==> src/rtl/alu_pkg.sv <==
// ---------------------------------------------------------------------------
// alu_pkg
// Shared encodings for the ALU operand stage and the ALU behind it:
//   - arth_out_sel result-select codes (SEL_*)
//   - shift_op codes (SHIFT_*)
//   - RV32 OP/OP-IMM funct3 values (F3_*)
//   - dec_t: control bundle produced by alu_op_decode
// ---------------------------------------------------------------------------
package alu_pkg;

    // Result select seen by the ALU output mux
    localparam logic [2:0] SEL_XOR  = 3'b000;
    localparam logic [2:0] SEL_ADD  = 3'b001;
    localparam logic [2:0] SEL_SLT  = 3'b010;
    localparam logic [2:0] SEL_SLTU = 3'b011;
    localparam logic [2:0] SEL_AND  = 3'b100;
    localparam logic [2:0] SEL_OR   = 3'b101;
    localparam logic [2:0] SEL_PASS = 3'b110;

    // Shifter operation
    localparam logic [1:0] SHIFT_NONE = 2'b00;
    localparam logic [1:0] SHIFT_SLL  = 2'b01;
    localparam logic [1:0] SHIFT_SRL  = 2'b10;
    localparam logic [1:0] SHIFT_SRA  = 2'b11;

    // RV32 funct3 for OP / OP-IMM
    localparam logic [2:0] F3_ADD  = 3'b000;
    localparam logic [2:0] F3_SLL  = 3'b001;
    localparam logic [2:0] F3_SLT  = 3'b010;
    localparam logic [2:0] F3_SLTU = 3'b011;
    localparam logic [2:0] F3_XOR  = 3'b100;
    localparam logic [2:0] F3_SR   = 3'b101;
    localparam logic [2:0] F3_OR   = 3'b110;
    localparam logic [2:0] F3_AND  = 3'b111;

    // Decoded unit controls
    typedef struct packed {
        logic [2:0] sel;
        logic       negate;
        logic       inv_rhs;
        logic [1:0] shift_op;
        logic       sext;      // replicate operand MSB into the two extension bits
    } dec_t;

endpackage

==> src/rtl/alu_op_decode.sv <==
// ---------------------------------------------------------------------------
// alu_op_decode
// Purely combinational decode of an RV32 ALU op into the unit controls.
// Ports:
//   funct3  in  3   RV32 funct3
//   alt     in  1   funct7[5] (SUB / SRA)
//   use_imm in  1   rhs comes from the immediate
//   dec     out     dec_t control bundle (sel, negate, inv_rhs, shift_op, sext)
// ---------------------------------------------------------------------------
module alu_op_decode
    import alu_pkg::*;
(
    input  logic [2:0] funct3,
    input  logic       alt,
    input  logic       use_imm,
    output dec_t       dec
);

    // funct3/alt/use_imm -> unit controls
    always_comb begin
        dec.sel      = SEL_XOR;
        dec.negate   = 1'b0;
        dec.inv_rhs  = 1'b0;
        dec.shift_op = SHIFT_NONE;
        dec.sext     = 1'b0;
        case (funct3)
            F3_ADD: begin
                dec.sel    = SEL_ADD;
                // ADDI has no SUB form; imm[10] must not turn it into a subtract
                dec.negate = alt & ~use_imm;
            end
            F3_SLT: begin
                dec.sel    = SEL_SLT;
                dec.negate = 1'b1;
                dec.sext   = 1'b1;
            end
            F3_SLTU: begin
                dec.sel    = SEL_SLTU;
                dec.negate = 1'b1;
            end
            F3_XOR: begin
                dec.sel = SEL_XOR;
            end
            F3_OR: begin
                dec.sel = SEL_OR;
            end
            F3_AND: begin
                dec.sel     = SEL_AND;
                dec.inv_rhs = 1'b0;
            end
            F3_SLL: begin
                dec.sel      = SEL_PASS;
                dec.shift_op = SHIFT_SLL;
            end
            F3_SR: begin
                dec.sel      = SEL_PASS;
                dec.shift_op = alt ? SHIFT_SRA : SHIFT_SRL;
            end
            default: begin
                dec.sel      = SEL_XOR;
                dec.shift_op = SHIFT_NONE;
            end
        endcase
    end

endmodule

==> src/rtl/alu_operand_stage.sv <==
// ---------------------------------------------------------------------------
// alu_operand_stage
// Execute-entry pipeline register in front of the ALU. Takes a decoded RV32
// ALU op over valid/ready, selects and extends the operands to W+2 bits,
// decodes the unit controls and presents everything from registers.
//
// Configuration macro: ALU_OPSTAGE_FWD_EN
//   defined   -> rs1_addr, rs2_addr, fwd_valid, fwd_rd, fwd_data ports exist and
//                a matching non-zero fwd_rd replaces rsN_data (never imm)
//   undefined -> operands pass unmodified
//
// Ports:
//   clk, rst_n           clock (rising), async active-low reset
//   flush                synchronous kill of the held op (wins over capture)
//   in_valid / in_ready  upstream handshake; in_ready = !out_valid | out_ready
//   rs1_data, rs2_data   register operands (W)
//   imm, use_imm         immediate and rhs select
//   funct3, alt          op encoding
//   out_valid/out_ready  downstream handshake
//   in_lhs, in_rhs       extended operands (W+2)
//   inv_rhs, negate      adder / AND-path controls
//   arth_out_sel         result select
//   shift_op, shamt      shifter controls (shamt = rhs[4:0] for shifts, else 0)
// ---------------------------------------------------------------------------
module alu_operand_stage
    import alu_pkg::*;
#(
    parameter int W    = 32,
    parameter int RA_W = 5
) (
    input  logic            clk,
    input  logic            rst_n,
    input  logic            flush,
    input  logic            in_valid,
    output logic            in_ready,
    input  logic [W-1:0]    rs1_data,
    input  logic [W-1:0]    rs2_data,
    input  logic [W-1:0]    imm,
    input  logic            use_imm,
    input  logic [2:0]      funct3,
    input  logic            alt,
`ifdef ALU_OPSTAGE_FWD_EN
    input  logic [RA_W-1:0] rs1_addr,
    input  logic [RA_W-1:0] rs2_addr,
    input  logic            fwd_valid,
    input  logic [RA_W-1:0] fwd_rd,
    input  logic [W-1:0]    fwd_data,
`endif
    output logic            out_valid,
    input  logic            out_ready,
    output logic [W+1:0]    in_lhs,
    output logic [W+1:0]    in_rhs,
    output logic            inv_rhs,
    output logic            negate,
    output logic [2:0]      arth_out_sel,
    output logic [1:0]      shift_op,
    output logic [4:0]      shamt
);

    dec_t           dec_s;
    logic [W-1:0]   rs1_eff_s;
    logic [W-1:0]   rs2_eff_s;
    logic [W-1:0]   rhs_s;
    logic [W+1:0]   lhs_ext_s;
    logic [W+1:0]   rhs_ext_s;
    logic           in_ready_s;
    logic           take_s;

    logic           out_valid_d, out_valid_q;
    logic [W+1:0]   lhs_d, lhs_q;
    logic [W+1:0]   rhs_d, rhs_q;
    logic           inv_rhs_d, inv_rhs_q;
    logic           negate_d, negate_q;
    logic [2:0]     sel_d, sel_q;
    logic [1:0]     shift_op_d, shift_op_q;
    logic [4:0]     shamt_d, shamt_q;

    alu_op_decode u_dec (
        .funct3  (funct3),
        .alt     (alt),
        .use_imm (use_imm),
        .dec     (dec_s)
    );

`ifdef ALU_OPSTAGE_FWD_EN
    // Bypass: x0 is never forwarded
    always_comb begin
        rs1_eff_s = rs1_data;
        rs2_eff_s = rs2_data;
        if (fwd_valid && (fwd_rd != {RA_W{1'b0}}) && (fwd_rd == rs1_addr)) begin
            rs1_eff_s = fwd_data;
        end else begin
            rs1_eff_s = rs1_data;
        end
        if (fwd_valid && (fwd_rd != {RA_W{1'b0}}) && (fwd_rd == rs2_addr)) begin
            rs2_eff_s = fwd_data;
        end else begin
            rs2_eff_s = rs2_data;
        end
    end
`else
    // RA_W only sizes the forwarding ports; keep it referenced in this build
    logic [RA_W-1:0] unused_ra_w_s;
    assign unused_ra_w_s = {RA_W{1'b0}};

    // No bypass in this build
    always_comb begin
        rs1_eff_s = rs1_data;
        rs2_eff_s = rs2_data;
    end
`endif

    // Operand select and extension; zero extension exposes the unsigned borrow at bit W
    always_comb begin
        rhs_s = use_imm ? imm : rs2_eff_s;
        if (dec_s.sext) begin
            lhs_ext_s = {{2{rs1_eff_s[W-1]}}, rs1_eff_s};
            rhs_ext_s = {{2{rhs_s[W-1]}}, rhs_s};
        end else begin
            lhs_ext_s = {2'b00, rs1_eff_s};
            rhs_ext_s = {2'b00, rhs_s};
        end
    end

    // Handshake: the single register frees up in the same cycle it is consumed
    always_comb begin
        in_ready_s = ~out_valid_q | out_ready;
        take_s     = in_valid & in_ready_s;
    end

    // Next-state of the stage register; flush beats capture
    always_comb begin
        out_valid_d = out_valid_q;
        lhs_d       = lhs_q;
        rhs_d       = rhs_q;
        inv_rhs_d   = inv_rhs_q;
        negate_d    = negate_q;
        sel_d       = sel_q;
        shift_op_d  = shift_op_q;
        shamt_d     = shamt_q;
        if (flush) begin
            out_valid_d = 1'b0;
        end else if (take_s) begin
            out_valid_d = 1'b1;
            lhs_d       = lhs_ext_s;
            rhs_d       = rhs_ext_s;
            inv_rhs_d   = dec_s.inv_rhs;
            negate_d    = dec_s.negate;
            sel_d       = dec_s.sel;
            shift_op_d  = dec_s.shift_op;
            shamt_d     = (dec_s.shift_op != SHIFT_NONE) ? rhs_s[4:0] : 5'd0;
        end else if (out_ready) begin
            out_valid_d = 1'b0;
        end else begin
            out_valid_d = out_valid_q;
        end
    end

    // Stage register
    always_ff @(posedge clk or negedge rst_n) begin
        if (!rst_n) begin
            out_valid_q <= 1'b0;
            lhs_q       <= {(W+2){1'b0}};
            rhs_q       <= {(W+2){1'b0}};
            inv_rhs_q   <= 1'b0;
            negate_q    <= 1'b0;
            sel_q       <= 3'b000;
            shift_op_q  <= 2'b00;
            shamt_q     <= 5'd0;
        end else begin
            out_valid_q <= out_valid_d;
            lhs_q       <= lhs_d;
            rhs_q       <= rhs_d;
            inv_rhs_q   <= inv_rhs_d;
            negate_q    <= negate_d;
            sel_q       <= sel_d;
            shift_op_q  <= shift_op_d;
            shamt_q     <= shamt_d;
        end
    end

    assign in_ready     = in_ready_s;
    assign out_valid    = out_valid_q;
    assign in_lhs       = lhs_q;
    assign in_rhs       = rhs_q;
    assign inv_rhs      = inv_rhs_q;
    assign negate       = negate_q;
    assign arth_out_sel = sel_q;
    assign shift_op     = shift_op_q;
    assign shamt        = shamt_q;

endmodule

==> config.mk <==
export PLATFORM = sky130hd
export DESIGN_NAME = alu_operand_stage
export DESIGN_NICKNAME = d
export VERILOG_FILES = /design/src/rtl/alu_pkg.sv /design/src/rtl/alu_op_decode.sv /design/src/rtl/alu_operand_stage.sv
export SDC_FILE = /design/constraint.sdc
export NUM_CORES = 1
export LEC_CHECK = 0
export CAP_MARGIN = 20
export CORE_MARGIN = 3
export CORE_UTILIZATION = 25
export CTS_CLUSTER_DIAMETER = 80
export DETAILED_ROUTE_END_ITERATION = 16
export SLEW_MARGIN = 20
export SYNTH_ARGS = -nofsm -noshare
export SYNTH_HDL_FRONTEND = slang
export SYNTH_SLANG_ARGS = --single-unit
export TNS_END_PERCENT = 10
==> constraint.sdc <==
create_clock -name clk -period 1.5 [get_ports clk]
set_input_delay 0.3 -clock clk [delete_from_list [all_inputs] [get_ports clk]]
set_output_delay 0.3 -clock clk [all_outputs]
set_load 0.01 [all_outputs]
# --- Word-level counts from Yosys, hierarchy flattened ---
# Cells that the tools add are included.
classes:
  bitwise: 6
  reduce_logical: 6
  n_lt_le_gt_ge: 0
  n_mux: 12
  n_addsub: 0
  n_mul: 0
  eq_ne: 7
  n_shift: 0
  div_mod_pow: 0
ops:
  columns: ["op", "count"]
  rows:
  - ["34-bit two-way mux", 2]
  - ["32-bit two-way mux", 1]
  - ["3-bit case mux with 7 select lines", 1]
  - ["3-bit equality test, second input constant", 4]
  - ["3-bit by 2-bit equality test with 1-bit output, second input constant", 2]
  - ["1-bit two-way mux", 5]
  - ["5-bit two-way mux", 1]
  - ["2-bit case mux with 2 select lines", 1]
  - ["2-bit OR reduction", 2]
  - ["3-bit by 1-bit equality test with 1-bit output, second input constant", 1]
  - ["3-bit zero test", 1]
  - ["1-bit inverter", 3]
  - ["3-bit nonzero test", 1]
  - ["1-bit AND", 2]
  - ["1-bit case mux with 2 select lines", 1]
  - ["2-bit AND reduction", 1]
  - ["2-bit nonzero test", 1]
  - ["1-bit OR", 1]
word_totals:
  in_bits: 106
  output_inout_bits: 82
  memories: 0
  latch_bits: 0
  ram_bits: 0
  word_cells: 38
  mem_bits_ro: 0
  regBits: 80

# --- Depth between registers and ports, before layout ---
# Gate-level depths: netlist of run 1.
logic_depth:
  ltp_word: 5
  ltp_mapped: 5
  depth_no_buf: 3

# --- Modules after synthesis ---
# A second synthesis of run 1 with hierarchy kept.
unflattened:
  hier_cells: 275
  area_unflattened_um2: 3590.9
modules_own_cells:
  columns: ["module", "instances", "area_per_inst_um2", "cells_each", "seq_area_each_um2"]
  rows:
  - ["alu_operand_stage", 1, 3495.9, 258, 1976.9]
  - ["alu_op_decode", 1, 95.1, 17, 0.0]

# --- Least setup slack after synthesis of run 1 ---
# Ideal clock, no wire load.
synth_path:
  path_kind: "reg-to-reg"
  from: "reg out_valid_q (netlist: out_valid)"
  to: "reg lhs_q[11] (netlist: in_lhs[11])"
  setup_slack_ps: 133
  required_time_ps: 1375
  arrival_time_ps: 1243
  path_stages_with_launch: 5
  cell_sequence: "dfrtp_1 -> nor2b_4 -> nor2_2 -> buf_4 -> mux2_2"
synth_via:
  elab_chain_cells: 4
synth_rtl:
  columns: ["item", "line", "rtl"]
  rows:
  - ["start: declaration", "alu_operand_stage.sv:69", "logic out_valid_d, out_valid_q;"]
  - ["start signal: assignment", "alu_operand_stage.sv:171", "out_valid_q <= out_valid_d;"]
  - ["1-bit inverter", "alu_operand_stage.sv:127", "in_ready_s = ~out_valid_q | out_ready;"]
  - ["1-bit OR", "alu_operand_stage.sv:127", null]
  - ["1-bit AND", "alu_operand_stage.sv:128", "take_s = in_valid & in_ready_s;"]
  - ["2-bit AND reduction (no source line)", null, null]
  - ["end signal: assignment", "alu_operand_stage.sv:163", "lhs_q <= {(W+2){1'b0}};"]
  - ["end signal: assignment", "alu_operand_stage.sv:172", "lhs_q <= lhs_d;"]
  - ["end: declaration", "alu_operand_stage.sv:70", "logic [W+1:0] lhs_d, lhs_q;"]
# No other way between the ends.
# A chain may end at the register's enable or synchronous reset.

# --- Worst setup path in the final report of run 1 ---
layout_path:
  from: "reg out_valid_q (netlist: out_valid)"
  to: "reg lhs_q[18] (netlist: in_lhs[18])"
# The elaborated chain is that of the path after synthesis.

==> key figures, run 1 <==
Synthesis
  – Post-Syn Area: 3370 sq um
  – Average size of a mapped cell: 12.5 sq um
  – Syn Nets: 376
  – Cells after synthesis: 270
  – Synth Warn #: 0
  – Number of synthesized register bits: 78
  – Distinct cells, synth: 29
  – Register area share after synthesis: 0.578

Worst setup path
  – Crit path launch type: flip-flop
  – CP Max Fanout: 32
  – Setup CP Type: flip-flop to flip-flop
  – CP Cell Sequence: nor2b_4, buf_12, nor2_4, buf_12, mux2_2
  – Most common cell on crit path: buf_12
  – Worst path buffer plus inverter count: 2
  – CP top delay family: flip-flops
  – WP data required: 1.70 ns
  – Crit. End Element: flip-flop
  – Slowest stage cell on the critical path: dfrtp_1
  – CP arrival: 1.65 ns
  – Critical Path Max Stage Delay: 0.37 ns

STA
  – F_max: 692 MHz
  – Final Max Slew Viols: 0
  – Unrepaired setup endpoints after global routing: false
  – Post-route setup slack: 0.0550 ns
  – Fin crit share: 0.963
  – # setup viols final: 0
  – Skew final: 0.00850 ns
  – Fin. Hold Viols: 19
  – Hold slack: -0.0232 ns
  – Crit path time final: 1.45 ns
  – Sum Neg Setup Slack: 0 ns

Floorplan
  – Die ar.: 14900 sq um
  – Core outline area: 12900 sq um
  – Initial core utilization: 0.261
  – # IOs: 188
  – Chip Height: 122 microns
  – Chip width: 122 microns
  – FP Rows: 41

Final layout
  – Fin nets: 569
  – Most common cell after layout, fill and taps aside: clkdlybuf4s50_1
  – Area Growth Syn to Fin: 70.3%
  – Share of cells above drive strength 1: 0.156
  – Most frequent cells in the layout: 102 x clkdlybuf4s50_1, 81 x dlygate4sd2_1, 78 x dfrtp_1
  – # diodes: 0

Detailed routing
  – Routed length per instance: 15.5 microns
  – DR iter-0 viols: 98
  – Remaining antenna violation count: 0
  – Initial DRT Pass Iterations: 4
  – Vias per cell: 4.43
  – DRC: 0
  – Post-Route WL: 9930 microns
  – Vias: 2829

Min path
  – Min-delay worst type: primary input to async pin

Placement
  – Placer Congestion: 0.715
  – Setup slack at placement: -0.351 ns
  – Dpl hpwl: 7380 microns
  – IO Port Bufs: 186

CTS
  – CTS Sinks: 78
  – Setup bufs post-CTS: 0
  – Clock Path Buffers: 2
  – Hold-fix buffers, CTS: 0
  – CTS root buf: clkbuf_16
  – CTS tree: built
  – Worst-Skew Late Latency: 0.33 ns
  – CTS Buf Count: 9
  – Deepest level of the CTS H-tree: 3
  – Clock-pin slew on the worst setup and hold paths: 0.06 ns

Run status
  – Failing checks: negative hold slack
  – Outcome: finished with violations

Pwr
  – Sw Share: 0.256
  – Internal Power: 4770 uW
  – Clock share of power: 0.366
  – Gate power share: 0.232
  – Worst vdd ir: 516 uV
  – Sequential cell fraction of total power: 0.402
  – Leak: 0.00265 uW
  – Power Dens Cells: 1120 nW/um^2
  – Net Sw Power: 1640 uW

Global route
  – Largest net degree at the start of global routing: 79
  – Antenna violations before repair: 1
  – GR Util All Layers: 0.132
  – First-pass GRT wire length: 15300 microns
  – Vias in the first global route: 2932
  – GRT overflow: 0

Job
  – Max cap viols: 0
## final cells by class
cell class / instances / area, sq um
clock inverter: 5 / 83.8
sequential: 78 / 1950
timing repair buffer: 206 / 1970
multi-input combinational: 165 / 1270
inverter: 3 / 11.3
tap: 172 / 215
fill: 1263 / 7180
clock buffer: 10 / 239
## synthesized netlist by cell type
cell type | n | share of area
nor2_1 | 2 | 0.0022
nand2_1 | 2 | 0.0022
clkbuf_1 | 7 | 0.0078
a2111oi_0 | 1 | 0.0026
mux2_1 | 2 | 0.0067
o21ai_1 | 4 | 0.0059
buf_2 | 2 | 0.0030
nand2b_4 | 1 | 0.0041
nor3_1 | 6 | 0.0089
xor2_1 | 1 | 0.0026
a21oi_1 | 2 | 0.0030
nor2_2 | 1 | 0.0019
clkbuf_2 | 2 | 0.0030
mux2_2 | 31 | 0.10
inv_1 | 3 | 0.0033
a22o_1 | 6 | 0.016
mux2i_1 | 32 | 0.095
conb_1 | 1 | 0.0011
or2_1 | 1 | 0.0019
nor2b_4 | 1 | 0.0041
buf_4 | 9 | 0.020
o21ai_0 | 61 | 0.090
dfrtp_1 | 78 | 0.58
nand3b_1 | 1 | 0.0022
buf_6 | 3 | 0.010
buf_1 | 1 | 0.0011
nor2b_1 | 1 | 0.0019
a21o_1 | 6 | 0.013
nor3b_1 | 2 | 0.0044
## sequential cells by signal, summed over array words and instances (netlist names)
| signal | count |
|---|---|
| in_lhs | 33 |
| in_rhs | 33 |
| shamt | 5 |
| out_valid | 1 |
| arth_out_sel | 3 |
| shift_op | 2 |
| negate | 1 |
## logic make-up (layout without fill, tap and decap cells)
| kind of cell | count (synthesis) | in the layout | synth area share |
|---|---|---|---|
| other | 1 | 1 | 0.00111 |
| XOR/XNOR | 1 | 1 | 0.00260 |
| flip-flops | 78 | 78 | 0.578 |
| AO/OA/AOI/OAI | 80 | 80 | 0.131 |
| AND/OR/NAND/NOR | 18 | 18 | 0.0337 |
| buffers and inverters | 27 | 224 | 0.0482 |
| multiplexers | 65 | 65 | 0.205 |
## worst paths after layout
| check | startpoint | to | slack [ns] | cells after the start |
|---|---|---|---|---|
| min reg2reg | in_rhs[3]$_DFFE_PN0P_ | in_rhs[3]$_DFFE_PN0P_ | 0.48 | 1 |
| max reg2reg | out_valid$_DFFE_PN0P_ | in_lhs[18]$_DFFE_PN0P_ | 0.05 | 5 |
| min | rst_n | in_lhs[13]$_DFFE_PN0P_ | -0.02 | 2 |
| max | out_valid$_DFFE_PN0P_ | in_lhs[18]$_DFFE_PN0P_ | 0.05 | 5 |
| max in group asynchronous | rst_n | in_rhs[1]$_DFFE_PN0P_ | 1.16 | 2 |
| min in group clk | in_rhs[3]$_DFFE_PN0P_ | in_rhs[3]$_DFFE_PN0P_ | 0.48 | 1 |
## layer usage
metal / vias to the layer above / part of all wire / GRT usage / wire length, microns
met5: - / 0.00071 / 0 / 7
met4: 2 / 0.0093 / 0.0427 / 92
met3: 8 / 0.10 / 0.0543 / 1040
met2: 134 / 0.46 / 0.208 / 4550
met1: 1334 / 0.43 / 0.166 / 4240
li1: 1351 / - / - / -
## worst reg2reg max path, cell delays in order (launching register included)
cell and delay [ns]:
dfrtp_1 0.37, nor2b_4 0.14, buf_12 0.13, nor2_4 0.11, buf_12 0.21, mux2_2 0.36
## power groups by stage
stage | registers, uW | logic [uW] | clock network, uW
after global routing | 2620 | 1620 | 2510
after global placement | 2620 | 1730 | 0
after CTS | 2580 | 1510 | 2420
final | 2580 | 1490 | 2350
after floorplan | 2780 | 436 | 0
after detailed placement | 2630 | 1750 | 0
## through the flow
stage | hold slack, ns | total power, uW | util | instance area [sq um] | instances
final | -0.0232 | 6410 | 0.444 | 5750 | 639
after global routing | 0.0148 | 6750 | 0.444 | 5750 | 639
after global placement | 0.355 | 4350 | 0.427 | 5520 | 624
after detailed placement | 0.362 | 4380 | 0.427 | 5520 | 624
after CTS | 0.0125 | 6510 | 0.444 | 5750 | 639
after floorplan | 0.00441 | 3210 | - | 3370 | 270
## repair_timing
action	4_1_cts	5_1_grt
gates resized for setup	84	5
setup endpoints to repair	85	5
pin swaps	0	0
(Power assumes the default switching activity.)
==> run 2, diff against run 1 <==
--- a/config.mk
+++ b/config.mk
@@ -9,6 +9,7 @@
 export CORE_MARGIN = 3
 export CORE_UTILIZATION = 25
 export CTS_CLUSTER_DIAMETER = 80
+export CTS_CLUSTER_SIZE = 30
 export DETAILED_ROUTE_END_ITERATION = 16
 export SLEW_MARGIN = 20
 export SYNTH_ARGS = -nofsm -noshare
==> results of run 2 <==
Final layout, timing and power as in run 1 (identical DEF).
